File: config.mk
export PLATFORM = sky130hd
export DESIGN_NAME = vga_controller_flat
export DESIGN_NICKNAME = d
export VERILOG_FILES = /design/src/rtl/vga_controller_if.sv /design/src/rtl/vga_controller.sv /design/src/flat_wrapper.sv
export SDC_FILE = /design/constraint.sdc
export NUM_CORES = 1
export LEC_CHECK = 0
export CAP_MARGIN = 20
export CORE_AREA = 5 5 59 61
export CTS_CLUSTER_SIZE = 25
export DETAILED_ROUTE_END_ITERATION = 16
export DIE_AREA = 0 0 64 66
export PLACE_DENSITY_LB_ADDON = 0.15
export SLEW_MARGIN = 20
export SYNTH_ARGS = -nofsm -noshare
export SYNTH_HDL_FRONTEND = slang
export SYNTH_SLANG_ARGS = --single-unit
File: constraint.sdc
create_clock -name clk -period 1.8 [get_ports clk]
set_input_delay 0.45 -clock clk [delete_from_list [all_inputs] [get_ports clk]]
set_output_delay 0.45 -clock clk [all_outputs]
set_load 0.005 [all_outputs]
File: src/rtl/vga_controller_if.sv
// vga_controller_if: raster position, sync and colour signals between the VGA timing core and its pixel sources
interface vga_if;
  logic [2:0] rgb_in;
  logic [9:0] row;
  logic [9:0] col;
  logic       hsync;
  logic       vsync;
  logic [2:0] rgb_out;
  logic       video_on;
  logic       pixel_tick;
  logic       frame_start;
  modport master (
    input  rgb_in,
    output row, col, hsync, vsync, rgb_out, video_on, pixel_tick, frame_start
  );
  modport slave (
    output rgb_in,
    input  row, col, hsync, vsync, rgb_out, video_on, pixel_tick, frame_start
  );
endinterface

File: src/rtl/vga_controller.sv
// vga_controller: pixel-clock divider, raster counters and registered sync/colour outputs
module vga_controller #(
  parameter int CLK_DIV   = 2,
  parameter int H_VISIBLE = 640,
  parameter int H_FRONT   = 16,
  parameter int H_SYNC    = 96,
  parameter int H_BACK    = 48,
  parameter int V_VISIBLE = 480,
  parameter int V_FRONT   = 10,
  parameter int V_SYNC    = 2,
  parameter int V_BACK    = 33
) (
  input logic   clk,
  input logic   reset,
  vga_if.master bus
);
  localparam int H_TOTAL = H_VISIBLE + H_FRONT + H_SYNC + H_BACK;
  localparam int V_TOTAL = V_VISIBLE + V_FRONT + V_SYNC + V_BACK;
  localparam int DW      = CLK_DIV > 1 ? $clog2(CLK_DIV) : 1;
  logic [DW-1:0] r_div;
  logic [9:0]    r_col;
  logic [9:0]    r_row;
  logic [2:0]    r_rgb;
  logic          r_hsync;
  logic          r_vsync;
  logic          w_tick;
  logic          w_col_last;
  logic          w_row_last;
  logic          w_video_on;
  logic          w_hsync_raw;
  logic          w_vsync_raw;
  assign w_tick      = r_div == DW'(CLK_DIV - 1);
  assign w_col_last  = r_col == 10'(H_TOTAL - 1);
  assign w_row_last  = r_row == 10'(V_TOTAL - 1);
  assign w_video_on  = (r_col < 10'(H_VISIBLE)) && (r_row < 10'(V_VISIBLE));
  assign w_hsync_raw = !((r_col >= 10'(H_VISIBLE + H_FRONT)) && (r_col < 10'(H_VISIBLE + H_FRONT + H_SYNC)));
  assign w_vsync_raw = !((r_row >= 10'(V_VISIBLE + V_FRONT)) && (r_row < 10'(V_VISIBLE + V_FRONT + V_SYNC)));
  // divider wraps after CLK_DIV-1 so one tick fires every CLK_DIV clocks
  always_ff @(posedge clk or posedge reset)
    if (reset) r_div <= '0;
    else       r_div <= w_tick ? '0 : r_div + 1'b1;
  // col advances every tick; row advances only on the tick where col wraps
  always_ff @(posedge clk or posedge reset)
    if (reset) begin
      r_col <= '0;
      r_row <= '0;
    end else if (w_tick) begin
      r_col <= w_col_last ? '0 : r_col + 10'd1;
      if (w_col_last) r_row <= w_row_last ? '0 : r_row + 10'd1;
    end
  // colour and syncs are captured together on the tick so they stay pixel-aligned
  always_ff @(posedge clk or posedge reset)
    if (reset) begin
      r_rgb   <= 3'b000;
      r_hsync <= 1'b1;
      r_vsync <= 1'b1;
    end else if (w_tick) begin
      r_rgb   <= w_video_on ? bus.rgb_in : 3'b000;
      r_hsync <= w_hsync_raw;
      r_vsync <= w_vsync_raw;
    end
  assign bus.row         = r_row;
  assign bus.col         = r_col;
  assign bus.hsync       = r_hsync;
  assign bus.vsync       = r_vsync;
  assign bus.rgb_out     = r_rgb;
  assign bus.video_on    = w_video_on;
  assign bus.pixel_tick  = w_tick;
  assign bus.frame_start = w_tick && w_col_last && w_row_last;
endmodule

File: src/flat_wrapper.sv
// flat-port wrapper written by rule: the top's interface ports become plain ports
module vga_controller_flat 
#(
  parameter int CLK_DIV   = 2,
  parameter int H_VISIBLE = 640,
  parameter int H_FRONT   = 16,
  parameter int H_SYNC    = 96,
  parameter int H_BACK    = 48,
  parameter int V_VISIBLE = 480,
  parameter int V_FRONT   = 10,
  parameter int V_SYNC    = 2,
  parameter int V_BACK    = 33
)
  (clk, reset, bus_rgb_in, bus_row, bus_col, bus_hsync, bus_vsync, bus_rgb_out, bus_video_on, bus_pixel_tick, bus_frame_start);
  vga_if bus_i ();
  input logic clk;
  input logic reset;
  input wire logic [$bits(bus_i.rgb_in)-1:0] bus_rgb_in;
  output wire logic [$bits(bus_i.row)-1:0] bus_row;
  output wire logic [$bits(bus_i.col)-1:0] bus_col;
  output wire logic [$bits(bus_i.hsync)-1:0] bus_hsync;
  output wire logic [$bits(bus_i.vsync)-1:0] bus_vsync;
  output wire logic [$bits(bus_i.rgb_out)-1:0] bus_rgb_out;
  output wire logic [$bits(bus_i.video_on)-1:0] bus_video_on;
  output wire logic [$bits(bus_i.pixel_tick)-1:0] bus_pixel_tick;
  output wire logic [$bits(bus_i.frame_start)-1:0] bus_frame_start;
  assign bus_i.rgb_in = bus_rgb_in;
  assign bus_row = bus_i.row;
  assign bus_col = bus_i.col;
  assign bus_hsync = bus_i.hsync;
  assign bus_vsync = bus_i.vsync;
  assign bus_rgb_out = bus_i.rgb_out;
  assign bus_video_on = bus_i.video_on;
  assign bus_pixel_tick = bus_i.pixel_tick;
  assign bus_frame_start = bus_i.frame_start;
  vga_controller #(.CLK_DIV(CLK_DIV), .H_VISIBLE(H_VISIBLE), .H_FRONT(H_FRONT), .H_SYNC(H_SYNC), .H_BACK(H_BACK), .V_VISIBLE(V_VISIBLE), .V_FRONT(V_FRONT), .V_SYNC(V_SYNC), .V_BACK(V_BACK)) u_core (.clk(clk), .reset(reset), .bus(bus_i));
endmodule
Word level (Yosys, flattened, before mapping)
Index checks and enable logic that the tools add are counted.
{"block": "op_classes", "order_cmp": 6, "addsub": 3, "muxes": 4, "reduce_logical": 8, "eq_ne": 2}
{"operator": "adder 10 x 1 -> 10 bit, second input constant", "n": 2}
{"operator": "equality test 10 bit, second input constant", "n": 2}
{"operator": "< comparator 10 bit, second input constant", "n": 2}
{"operator": "< comparator 10 x 9 -> 1 bit, second input constant", "n": 2}
{"operator": "2-to-1 mux 10 bit", "n": 2}
{"operator": ">= comparator 10 bit, second input constant", "n": 1}
{"operator": ">= comparator 10 x 9 -> 1 bit, second input constant", "n": 1}
{"operator": "logical AND 1 bit", "n": 5}
{"operator": "2-to-1 mux 3 bit", "n": 1}
{"operator": "logical NOT 1 bit", "n": 2}
{"operator": "AND reduction 2 bit", "n": 1}
{"operator": "adder 1 bit, second input constant", "n": 1}
{"operator": "2-to-1 mux 1 bit", "n": 1}
{"block": "word_totals", "regBits": 26, "out_inout_bits": 28, "inputBits": 5}

Depth between registers and ports, before layout
{"block": "depth", "ltp_word": 3, "mapped_depth": 6, "mapped_depth_nobuf": 6}

Least setup slack after synthesis
OpenSTA, ideal clock, no wires.
{"block": "synth_timing", "path_type": "register -> output", "from": "register u_core.r_row[0], in the netlist u_core.bus.row[0]", "to": "output bus_frame_start", "stages_incl_launch_ff": 6, "path_buffers": 0, "t_required_ps": 1350, "slack_ps": 165, "arrival_ps": 1185, "path_cell_list": "dfrtp_1 -> inv_1 -> ha_1 -> nor3b_1 -> nand3_1 -> nor2_1"}
{"block": "synth_between", "elab_chain_len": 2}
{"element": "start: declaration", "line_no": "vga_controller.sv:22", "text": "logic [9:0] r_row;"}
{"element": "start signal: assignment", "line_no": "vga_controller.sv:49", "text": "if (w_col_last) r_row <= w_row_last ? '0 : r_row + 10'd1;"}
{"element": "equality test 10 bit", "line_no": "vga_controller.sv:34", "text": "assign w_row_last = r_row == 10'(V_TOTAL - 1);"}
{"element": "logical AND 1 bit", "line_no": "vga_controller.sv:69", "text": "assign bus.frame_start = w_tick && w_col_last && w_row_last;"}
{"element": "end: declaration", "line_no": "flat_wrapper.sv:26", "text": "output wire logic [$bits(bus_i.frame_start)-1:0] bus_frame_start;"}
Every way passes these cells.

Worst setup path in the final report
{"block": "layout_timing", "from": "register u_core.r_row[5], in the netlist u_core.bus.row[5]", "to": "output bus_frame_start"}
The elaborated chain is that of the path after synthesis.

==> impl_metrics.csv <==
group,metric,value,unit
cts,numCtsBuffers,3,
yosys,synth_fp_nets,143,
hold_path,hold_path.class,"in2async",
global_route,grt_usage,18.6,%
setup_path,crit_chain,"buf_6 > nor4b_4 > nand3_2 > nor2_2 > buf_2",
cts,clock-sinks,26,
placed_design,gp_congestion,0.936,
placed_design,port_buffers,32,
setup_path,cp.depth,5,
finish,fillers,219,
global_route,grt_antenna_before_repair,0,
timing,max_slew.worst_pin.slew,355,ps
detailed_routing,via_per_inst,5.43,
setup_path,path_buf_inv,2,
floorplanning,die_h,66,um
floorplanning,fp.dieArea,0.00422,mm^2
cts,cts_tree,"yes",
setup_path,slowest_stage,"dfrtp_1",
setup_path,path_delay_family,"simple AND/OR/NAND/NOR gates",
detailed_routing,first_pass_iters,4,
setup_path,path_class,"reg2out",
finish,fin_cells,245,
floorplanning,dieWidth,64,um
yosys,synth_common_cells,"dfrtp_1 (24), nand2_1 (13), nor2_1 (13), inv_1 (9), nand3_1 (8)",
power_and_ir_drop,vdd_drop_max,0.342,mV
cts,clk_pin_slew,140,ps
floorplanning,placementRows,20,
yosys,synth_cell_types,33,
global_route,met3_usage,3.40,%
global_route,grt_pass1_wl,6.19,mm
yosys,yosysTopAreaCell,"dfrtp_1",
run_status,violations,"setup timing",
global_route,overflow,0,
yosys,netlist_area,0.00134,mm^2
setup_path,r2r-end,"u_core.bus.row[3]",
timing,rsz0062_at_grt,"yes",
timing,worst_slack,-162,ps
placed_design,dp_cells,227,
finish,syn2layout_area_growth,61.5,%
yosys,ys.flop_type,"dfrtp_1",
yosys,synth_top_area_share,44.9,%
run,cap_violations,0,
detailed_routing,wl,3.97,mm
timing,period_minus_slack,1960,ps
cts,cts_hold_buf,0,
yosys,syn_inst,134,
setup_path,startpoint,"u_core.bus.row[5]",
yosys,yosys_warnings,0,
detailed_routing,drt_iter0_drc,60,
finish,n_antenna_cell,0,
global_route,grt_max_degree,27,
setup_path,cp-start-kind,"register",
timing,max_slew_margin,76.3,%
yosys,ys_seq_elements,26,
setup_path,critical-path-max-stage-delay,410,ps
global_route,grtUsageMet1,24.4,%
run_status,outcome,"finished with violations",
floorplanning,io_pins,33,
detailed_routing,drc,0,
timing,maxSlewViolCount,0,
detailed_routing,ant_nets,0,
timing,setup_viol_count_final,5,
placed_design,place_area,0.00192,mm^2
global_route,top_usage_layer,"met2",
setup_path,required,1350,ps
detailed_routing,wl_per_cell,16.2,um
setup_path,crit_end,"bus_frame_start",
cts,h-tree-depth,1,
finish,layout-drive-gt1-share,30.2,%
floorplanning,coreArea,0.00293,mm^2
timing,fin_worst_skew,2.62,ps
cts,clk_latency,320,ps
detailed_routing,vias,1331,
cts,clock-root-buffer,"clkbuf_4",
global_route,met2_usage,31.2,%
yosys,ys_top_cells_by_area,"dfrtp_1 (45%), xnor2_1 (4.6%), dfstp_2 (3.9%)",
timing,period_share,109,%
yosys,async_flop_share,100,%
finish,seqCellArea,653,um^2
global_route,grt_pass1_vias,1319,
yosys,synth-seq-area-share,48.8,%
finish,design_area,0.00216,mm^2
finish,layout.nets,223,
floorplanning,initial_core_util,45.7,%
finish,multi_input_area,683,um^2
setup_path,timing.rr.start,"u_core.bus.row[5]",
setup_path,r2r_slack,-80,ps
setup_path,cp.arrival,1510,ps
timing,fmax,510,MHz
yosys,synth_edf_count,0,
timing,hold_violations,0,
power_and_ir_drop,p_leak,1.22,nW
power_and_ir_drop,powerDensity,405,mW/mm^2
yosys,syn_area_per_cell,9.99,um^2
setup_path,cp-end-kind,"output port",
placed_design,dpl_worst_slack,-243,ps
placed_design,dp_hpwl,2.52,mm
cts,clockBufferDepth,2,
setup_path,crit_path_max_fanout,2,
setup_path,reg2reg_depth,9,
yosys,synth.most_common_cell,"dfrtp_1",
## tightest hold or removal path, stage by stage
cell and delay (ps):
clkdlybuf4s50_1 390, inv_1 50, buf_4 320
## area by class of cell
type                    count  area share (%)
clock buffers               3            1.04
multi-input cells          96            31.6
repair buffers             78            33.7
inverters                   9            1.56
well taps                  33            1.91
flip-flops and latches     26            30.2
## layout by cell type (no fill, tap or decap), drive strengths merged, types with 4 or more instances in the layout
cell type	n
buf	48
dfrtp	24
dlymetal6s2s	15
nand2	13
nor2	13
clkdlybuf4s50	9
inv	9
nand3	8
nand4	7
xnor2	7
dlygate4sd2	6
o21ai	6
nor3	5
ha	4
## where the power goes
group          switching, W  internal, W  total [W]
Sequential       0.00000208     0.000588   0.000590
Combinational     0.0000165    0.0000164  0.0000330
Clock              0.000173    0.0000783   0.000252
Total              0.000192     0.000683   0.000875
## worst min-delay path by stage
stage               slack (ps)             startpoint  depth (start not counted)                    end
CTS                        480                  reset                          3  u_core.bus.rgb_out[2]
finish                     470                  reset                          3      u_core.bus.row[3]
global placement           470  u_core.bus.rgb_out[0]                          1  u_core.bus.rgb_out[0]
floorplan                  480       u_core.bus.hsync                          2       u_core.bus.hsync
detailed placement         470  u_core.bus.rgb_out[1]                          1  u_core.bus.rgb_out[1]
global route               480                  reset                          3  u_core.bus.pixel_tick
## per-stage QoR
step	hold slack (ps)	power [W]	setup TNS, ps	util, %
floorplan	475	0.000612	0	-
global placement	474	0.000633	-294	65.5
detailed placement	472	0.000635	-310	65.5
CTS	479	0.000883	-347	70.0
global route	477	0.000922	-1030	73.8
finish	466	0.000875	-345	73.8
## sequential cells by signal, indices dropped and copies added, names as in the netlist
name	count
u_core.bus.pixel_tick	1
u_core.bus.row	10
u_core.bus.rgb_out	3
u_core.bus.hsync	1
u_core.bus.col	10
u_core.bus.vsync	1
## routing by layer
layer,part of all wire [%],wire (um),vias to the layer above
met3,5.6,224,6
li1,-,-,638
met4,1.0,40,0
met1,43,1720,649
met5,0,0,-
met2,50,1980,38
## what timing repair did
| item | in CTS | in global routing |
|---|---|---|
| cloned | 1 | 0 |
| gates resized for setup | 25 | 28 |
| endpoints found under the setup margin | 11 | 24 |
| pin swaps | 6 | 5 |
| buffers inserted | 10 | 5 |
## cell families after synthesis
| logic type | count (synthesis) | synth area share (%) |
|---|---|---|
| and+or+nand+nor | 59 | 23.8 |
| buffers and inverters | 12 | 3.74 |
| adders and majority gates | 4 | 3.74 |
| DFF | 26 | 48.8 |
| xor gates and xnor gates | 10 | 6.54 |
| AOI/OAI and AO/OA | 21 | 11.9 |
| muxes | 2 | 1.50 |
Power figures use the tool's default switching activity.
